===== config.mk =====
export PLATFORM = sky130hd
export DESIGN_NAME = rst_seq_flat
export DESIGN_NICKNAME = d
export VERILOG_FILES = /design/src/rtl/rst_seq_if.sv /design/src/rtl/rst_seq.sv /design/src/flat_wrapper.sv
export SDC_FILE = /design/constraint.sdc
export NUM_CORES = 1
export LEC_CHECK = 0
export ABC_AREA = 1
export CAP_MARGIN = 10
export CORE_UTILIZATION = 51
export CTS_CLUSTER_DIAMETER = 120
export DETAILED_ROUTE_END_ITERATION = 7
export PLACE_DENSITY = 0.78
export SLEW_MARGIN = 20
export SYNTH_ARGS = -nofsm -noshare
export SYNTH_HDL_FRONTEND = slang
export SYNTH_SLANG_ARGS = --single-unit

===== constraint.sdc =====
create_clock -name clk -period 1.55 [get_ports clk]
set_input_delay 0.31 -clock clk [delete_from_list [all_inputs] [get_ports clk]]
set_output_delay 0.31 -clock clk [all_outputs]
set_load 0.05 [all_outputs]

===== src/rtl/rst_seq_if.sv =====
// Reset sequencer bus: lock/software-request inputs toward the sequencer,
// staged resets and status back out. The sequencer connects as slave.
interface rst_seq_if #(
    parameter int NUM_STAGES = 3
);
    logic                  pll_lock;
    logic                  sw_rst_req;
    logic [NUM_STAGES-1:0] rst_stage;
    logic                  rst_done;
    logic [2:0]            seq_state;

    modport master (
        output pll_lock,
        output sw_rst_req,
        input  rst_stage,
        input  rst_done,
        input  seq_state
    );

    modport slave (
        input  pll_lock,
        input  sw_rst_req,
        output rst_stage,
        output rst_done,
        output seq_state
    );
endinterface


===== src/rtl/rst_seq.sv =====
// Reset sequencer: waits for a filtered PLL lock, holds every domain in
// reset for a fixed time, then releases the domains one by one (bit 0
// first) with a fixed gap. Lock loss or a software request restarts it.
module rst_seq #(
    parameter int NUM_STAGES  = 3,
    parameter int LOCK_FILTER = 8,
    parameter int HOLD_CYCLES = 16,
    parameter int STAGE_GAP   = 4
) (
    input  logic        clk,
    input  logic        rst,
    rst_seq_if.slave    bus
);
    localparam int LW = $clog2(LOCK_FILTER) + 1;
    localparam int HW = $clog2(HOLD_CYCLES) + 1;
    localparam int GW = $clog2(STAGE_GAP) + 1;

    localparam logic [LW-1:0] LOCK_LAST = LW'(LOCK_FILTER - 1);
    localparam logic [HW-1:0] HOLD_LAST = HW'(HOLD_CYCLES - 1);
    localparam logic [GW-1:0] GAP_LAST  = GW'(STAGE_GAP - 1);

    typedef enum logic [2:0] {
        ST_RESET     = 3'd0,
        ST_WAIT_LOCK = 3'd1,
        ST_HOLD      = 3'd2,
        ST_RELEASE   = 3'd3,
        ST_RUN       = 3'd4
    } state_t;

    state_t                state, state_n;
    logic [1:0]            rst_sync;
    logic                  lock_meta, lock_s;
    logic [LW-1:0]         lock_cnt, lock_n;
    logic [HW-1:0]         hold_cnt, hold_n;
    logic [GW-1:0]         gap_cnt, gap_n;
    logic [NUM_STAGES-1:0] stage, stage_n, stage_shift;
    logic                  done, done_n;

    // Reset release synchronizer: set asynchronously, drains to 0 on clk.
    always_ff @(posedge clk or posedge rst) begin
        if (rst) rst_sync <= 2'b11;
        else     rst_sync <= {rst_sync[0], 1'b0};
    end

    // Two-flop synchronizer for the asynchronous lock indication.
    always_ff @(posedge clk or posedge rst) begin
        if (rst) begin
            lock_meta <= 1'b0;
            lock_s    <= 1'b0;
        end else begin
            lock_meta <= bus.pll_lock;
            lock_s    <= lock_meta;
        end
    end

    // State, counters and outputs all registered so outputs come from flops.
    always_ff @(posedge clk or posedge rst) begin
        if (rst) begin
            state    <= ST_RESET;
            lock_cnt <= '0;
            hold_cnt <= '0;
            gap_cnt  <= '0;
            stage    <= '1;
            done     <= 1'b0;
        end else begin
            state    <= state_n;
            lock_cnt <= lock_n;
            hold_cnt <= hold_n;
            gap_cnt  <= gap_n;
            stage    <= stage_n;
            done     <= done_n;
        end
    end

    // Next-state logic; releasing shifts a zero in at bit 0, which keeps the
    // release order monotonic and reaches all-zero exactly at the last stage.
    always_comb begin
        state_n     = state;
        lock_n      = lock_cnt;
        hold_n      = hold_cnt;
        gap_n       = gap_cnt;
        stage_n     = stage;
        done_n      = done;
        stage_shift = stage << 1;
        case (state)
            ST_RESET: begin
                stage_n = '1;
                done_n  = 1'b0;
                lock_n  = '0;
                hold_n  = '0;
                gap_n   = '0;
                if (!rst_sync[1]) state_n = ST_WAIT_LOCK;
            end
            ST_WAIT_LOCK: begin
                stage_n = '1;
                done_n  = 1'b0;
                if (!lock_s) begin
                    lock_n = '0;
                end else if (lock_cnt == LOCK_LAST) begin
                    state_n = ST_HOLD;
                    hold_n  = '0;
                    lock_n  = '0;
                end else begin
                    lock_n = lock_cnt + 1'b1;
                end
            end
            ST_HOLD, ST_RELEASE, ST_RUN: begin
                if (!lock_s) begin
                    state_n = ST_WAIT_LOCK;
                    lock_n  = '0;
                    stage_n = '1;
                    done_n  = 1'b0;
                end else if (bus.sw_rst_req) begin
                    state_n = ST_HOLD;
                    hold_n  = '0;
                    stage_n = '1;
                    done_n  = 1'b0;
                end else if (state == ST_HOLD) begin
                    if (hold_cnt == HOLD_LAST) begin
                        stage_n = stage_shift;
                        gap_n   = '0;
                        if (stage_shift == '0) begin
                            state_n = ST_RUN;
                            done_n  = 1'b1;
                        end else begin
                            state_n = ST_RELEASE;
                        end
                    end else begin
                        hold_n = hold_cnt + 1'b1;
                    end
                end else if (state == ST_RELEASE) begin
                    if (gap_cnt == GAP_LAST) begin
                        stage_n = stage_shift;
                        gap_n   = '0;
                        if (stage_shift == '0) begin
                            state_n = ST_RUN;
                            done_n  = 1'b1;
                        end
                    end else begin
                        gap_n = gap_cnt + 1'b1;
                    end
                end
            end
            default: begin
                state_n = ST_RESET;
                lock_n  = '0;
                hold_n  = '0;
                gap_n   = '0;
                stage_n = '1;
                done_n  = 1'b0;
            end
        endcase
    end

    assign bus.rst_stage = stage;
    assign bus.rst_done  = done;
    assign bus.seq_state = state;
endmodule


===== src/flat_wrapper.sv =====
// flat-port wrapper written by rule: the top's interface ports become plain ports
module rst_seq_flat 
#(
    parameter int NUM_STAGES  = 3,
    parameter int LOCK_FILTER = 8,
    parameter int HOLD_CYCLES = 16,
    parameter int STAGE_GAP   = 4
)
  (clk, rst, bus_pll_lock, bus_sw_rst_req, bus_rst_stage, bus_rst_done, bus_seq_state);
  rst_seq_if #(.NUM_STAGES(NUM_STAGES)) bus_i ();
  input  logic clk;
  input  logic rst;
  input wire logic [$bits(bus_i.pll_lock)-1:0] bus_pll_lock;
  input wire logic [$bits(bus_i.sw_rst_req)-1:0] bus_sw_rst_req;
  output wire logic [$bits(bus_i.rst_stage)-1:0] bus_rst_stage;
  output wire logic [$bits(bus_i.rst_done)-1:0] bus_rst_done;
  output wire logic [$bits(bus_i.seq_state)-1:0] bus_seq_state;
  assign bus_i.pll_lock = bus_pll_lock;
  assign bus_i.sw_rst_req = bus_sw_rst_req;
  assign bus_rst_stage = bus_i.rst_stage;
  assign bus_rst_done = bus_i.rst_done;
  assign bus_seq_state = bus_i.seq_state;
  rst_seq #(.NUM_STAGES(NUM_STAGES), .LOCK_FILTER(LOCK_FILTER), .HOLD_CYCLES(HOLD_CYCLES), .STAGE_GAP(STAGE_GAP)) u_core (.clk(clk), .rst(rst), .bus(bus_i));
endmodule

==> impl_results.md <==
* Status: finished, violations left
* Failing checks: negative setup slack
* ANT nets after route at 0
* HP Class: in2async
* Synth warnings at 0
* Final setup margin at -0.00991 ns
* RSZ-0062 raised after global routing: yes
* P per Cell Area at 1400 nW/um^2
* Later-pin clock latency in the skew report at ~0.33 ns
* CP Cell Sequence: ha_2 -> nand2_2 -> nor2_4 -> ha_4 -> inv_4 -> a21oi_4 -> nand2_1 -> nand2_2 -> nand2_2 -> nand2_1 -> nand2_1
* Endpoint type of the worst setup path: flip-flop
* Number of global-route vias before repair at between 1,000 and 1,500
* Inserted Diodes at 0
* Worst path required time at between 1.5 and 2 ns
* Dpl ws at -0.0672 ns
* Crit Path Category: reg2reg
* Final #Nets at around 200
* Synth Instances at 167
* Post-Synthesis Cell Area at about 1400 sq um
* Maximum VDD drop at about 1.0 mV
* Critical-path maximum fanout at 3
* Gr usage total at 0.234
* CTS Buf Count at 3
* Post-synth cell types at 28
* Die height at about 54 microns
* Critical Path Start Type: flip-flop
* Sw Pwr at around 0.0011 W
* Commonest non-fill, non-tap cell in the layout: nand2_1
* Post-Synthesis Net Count at ~180
* Via count at between 1,000 and 1,500
* Flop2flop setup slack at -0.01 ns
* Crit-path max cell delay at between 0.3 and 0.4 ns
* Final hold viol count at 0
* Sequential power share at 0.345
* Crit path arrival time at about 1.8 ns
* GR Overflow Total at 0
* Hold_buf cts at 0
* Root buf cell: clkbuf_4
* Sequential area share after synthesis at 0.425
* Global-route wire length before repair at 4.84 mm
* CTS tree: built
* Largest net degree at the start of global routing at 24
* HPWL after DPL at approximately 2.3 mm
* P_leak at a little over 0.8 nW
* Drt wl/cell at around 14 microns
* DRT Wirelength at 2.97 mm
* RePlAce Congestion at 0.868
* Slew Viols, Final at 0
* Slowest stage cell, crit path: dfrtp_1
* Final setup violation count at 1
* Non-filler cells in the finished layout at 216
* Max Clock Skew at approximately 0.018 ns
* FP Rows at 18
* Clock Tree Buf Depth at 2
* Max cap viols at 0
* Int Pwr at 0.00124 W
* # Post-CTS Setup Buffers at 0
* H-tree depth at 1
* Initial antenna violation count at 0
* Dpl cells at ~210
* Horiz. Die Dim at about 54 microns
* P&R area growth vs syn at 23.2%
* Layout cell share with drive strength beyond 1 at 0.333
* DRC Markers at 0
* Fin crit share at 1.01
* Number of synthesized register bits at 23
* Fin Hold WS at between 0.3 and 0.4 ns
* Clock network fraction of total power at 0.123
* Initial cell density of the core at 0.548
* IO Port Bufs at 10
* Comb pwr share at 0.532
* Switching Share at 0.475
* DRT iter0 DRCs at 20
* Clock-pin slew on the worst setup and hold paths at 0.14 ns
* Die area at between 2000 and 3000 sq um
* DRT Pass-1 Iters at 6
* Core area at ~2500 sq um
* Mean Syn Cell Area at just over 8 sq um
* Fillers at between 150 and 200
* Setup TNS at -0.00991 ns
* Most frequent cells in the layout: nand2_1 (44), nand3_1 (18), dfrtp_1 (17)
* Via density at roughly 5.3
* CTS sink cnt at 23
* # IOs at 11
* Fmax achieved at around 640 MHz
* Final min period at 1.56 ns
-- power groups by stage --
stage	Sequential (W)	Clock (W)	Combinational, W
after floorplan	0.000888	0	0.000825
after global placement	0.000815	0	0.00119
after detailed placement	0.000826	0	0.00124
after CTS	0.000814	0.000300	0.00125
after global routing	0.000825	0.000317	0.00136
final	0.000817	0.000290	0.00126
-- path summary, 6_finish.rpt --
| kind | startpoint | to | cells after the start |
|---|---|---|---|
| worst min register to register | u_core.rst_sync[0]$_DFF_PP1_ | u_core.rst_sync[1]$_DFF_PP1_ | 0 |
| min in group clk | u_core.rst_sync[0]$_DFF_PP1_ | u_core.rst_sync[1]$_DFF_PP1_ | 0 |
| worst max register to register | u_core.hold_cnt[0]$_DFFE_PP0P_ | u_core.bus.seq_state[0]$_DFFE_PP0P_ | 11 |
| worst max-delay path | u_core.hold_cnt[0]$_DFFE_PP0P_ | u_core.bus.seq_state[0]$_DFFE_PP0P_ | 11 |
| max in group asynchronous | rst | u_core.bus.rst_stage[1]$_DFFE_PP1P_ | 3 |
| worst min-delay path | rst | u_core.hold_cnt[3]$_DFFE_PP0P_ | 3 |
-- Yosys cell counts, drive strengths merged --
master	n	area (sq um)
conb	1	3.75
inv	16	65.1
o21ai	5	28.8
dfrtp	18	450
nor3	1	5.00
nand3	24	150
and3	1	6.26
clkbuf	1	3.75
xnor2	1	8.76
ha	4	50.1
a21oi	8	43.8
clkinv	1	3.75
nor2	18	95.1
nand4	3	18.8
nand2	59	298
dfstp	5	131
and2	1	6.26
-- stage by stage --
step	util	instance area, sq um	power, W
4_1_cts	0.660	1650	0.00236
6_report	0.675	1690	0.00237
3_5_place_dp	0.648	1620	0.00206
2_1_floorplan	-	1370	0.00171
3_3_place_gp	0.648	1620	0.00200
5_1_grt	0.675	1690	0.00251
-- state kept, by name (all words and copies together), names as in the netlist --
register	flops
u_core.bus.rst_done	1
u_core.bus.rst_stage	3
u_core.bus.seq_state	3
u_core.gap_cnt	3
u_core.hold_cnt	5
u_core.lock_cnt	4
u_core.lock_meta	1
u_core.lock_s	1
u_core.rst_sync	2
-- worst max-delay path, delay by kind of cell, from the launching register on --
family / cells / cell delay, ns
compound gates: 1 / 0.12
simple gates: 7 / 0.55
flops: 1 / 0.38
buf+inv: 1 / 0.04
fa+ha+maj: 2 / 0.34
-- logic make-up (layout without fill, tap and decap cells) --
family,count (synthesis),in the layout,synth area share
compound gates,13,13,0.0530
xor+xnor,1,1,0.00640
fa+ha+maj,4,4,0.0366
buf+inv,18,37,0.0530
flops,23,23,0.425
other cells,1,1,0.00274
simple gates,107,107,0.423
-- layout make-up --
class	instances	area [sq um]	area share
tap	30	37.5	0.0223
clock buffer	3	22.5	0.0134
sequential	23	583	0.346
clock inverter	1	5.00	0.00297
timing repair buffer	16	215	0.128
inverter	17	71.3	0.0423
multi-input combinational	126	752	0.446
-- routing by layer --
metal	global-route usage	vias up	wire, microns
met1	0.275	536	1290
met5	0	-	0
met2	0.426	29	1550
li1	-	577	-
met4	0.0833	0	44
met3	0.0339	9	85
-- what timing repair did --
action	4_1_cts	5_1_grt
endpoints found under the hold margin	0	0
endpoints found under the setup margin	13	14
pin swaps	3	3
resized for setup	2	9
No activity file was read; power rests on OpenSTA's default activity.
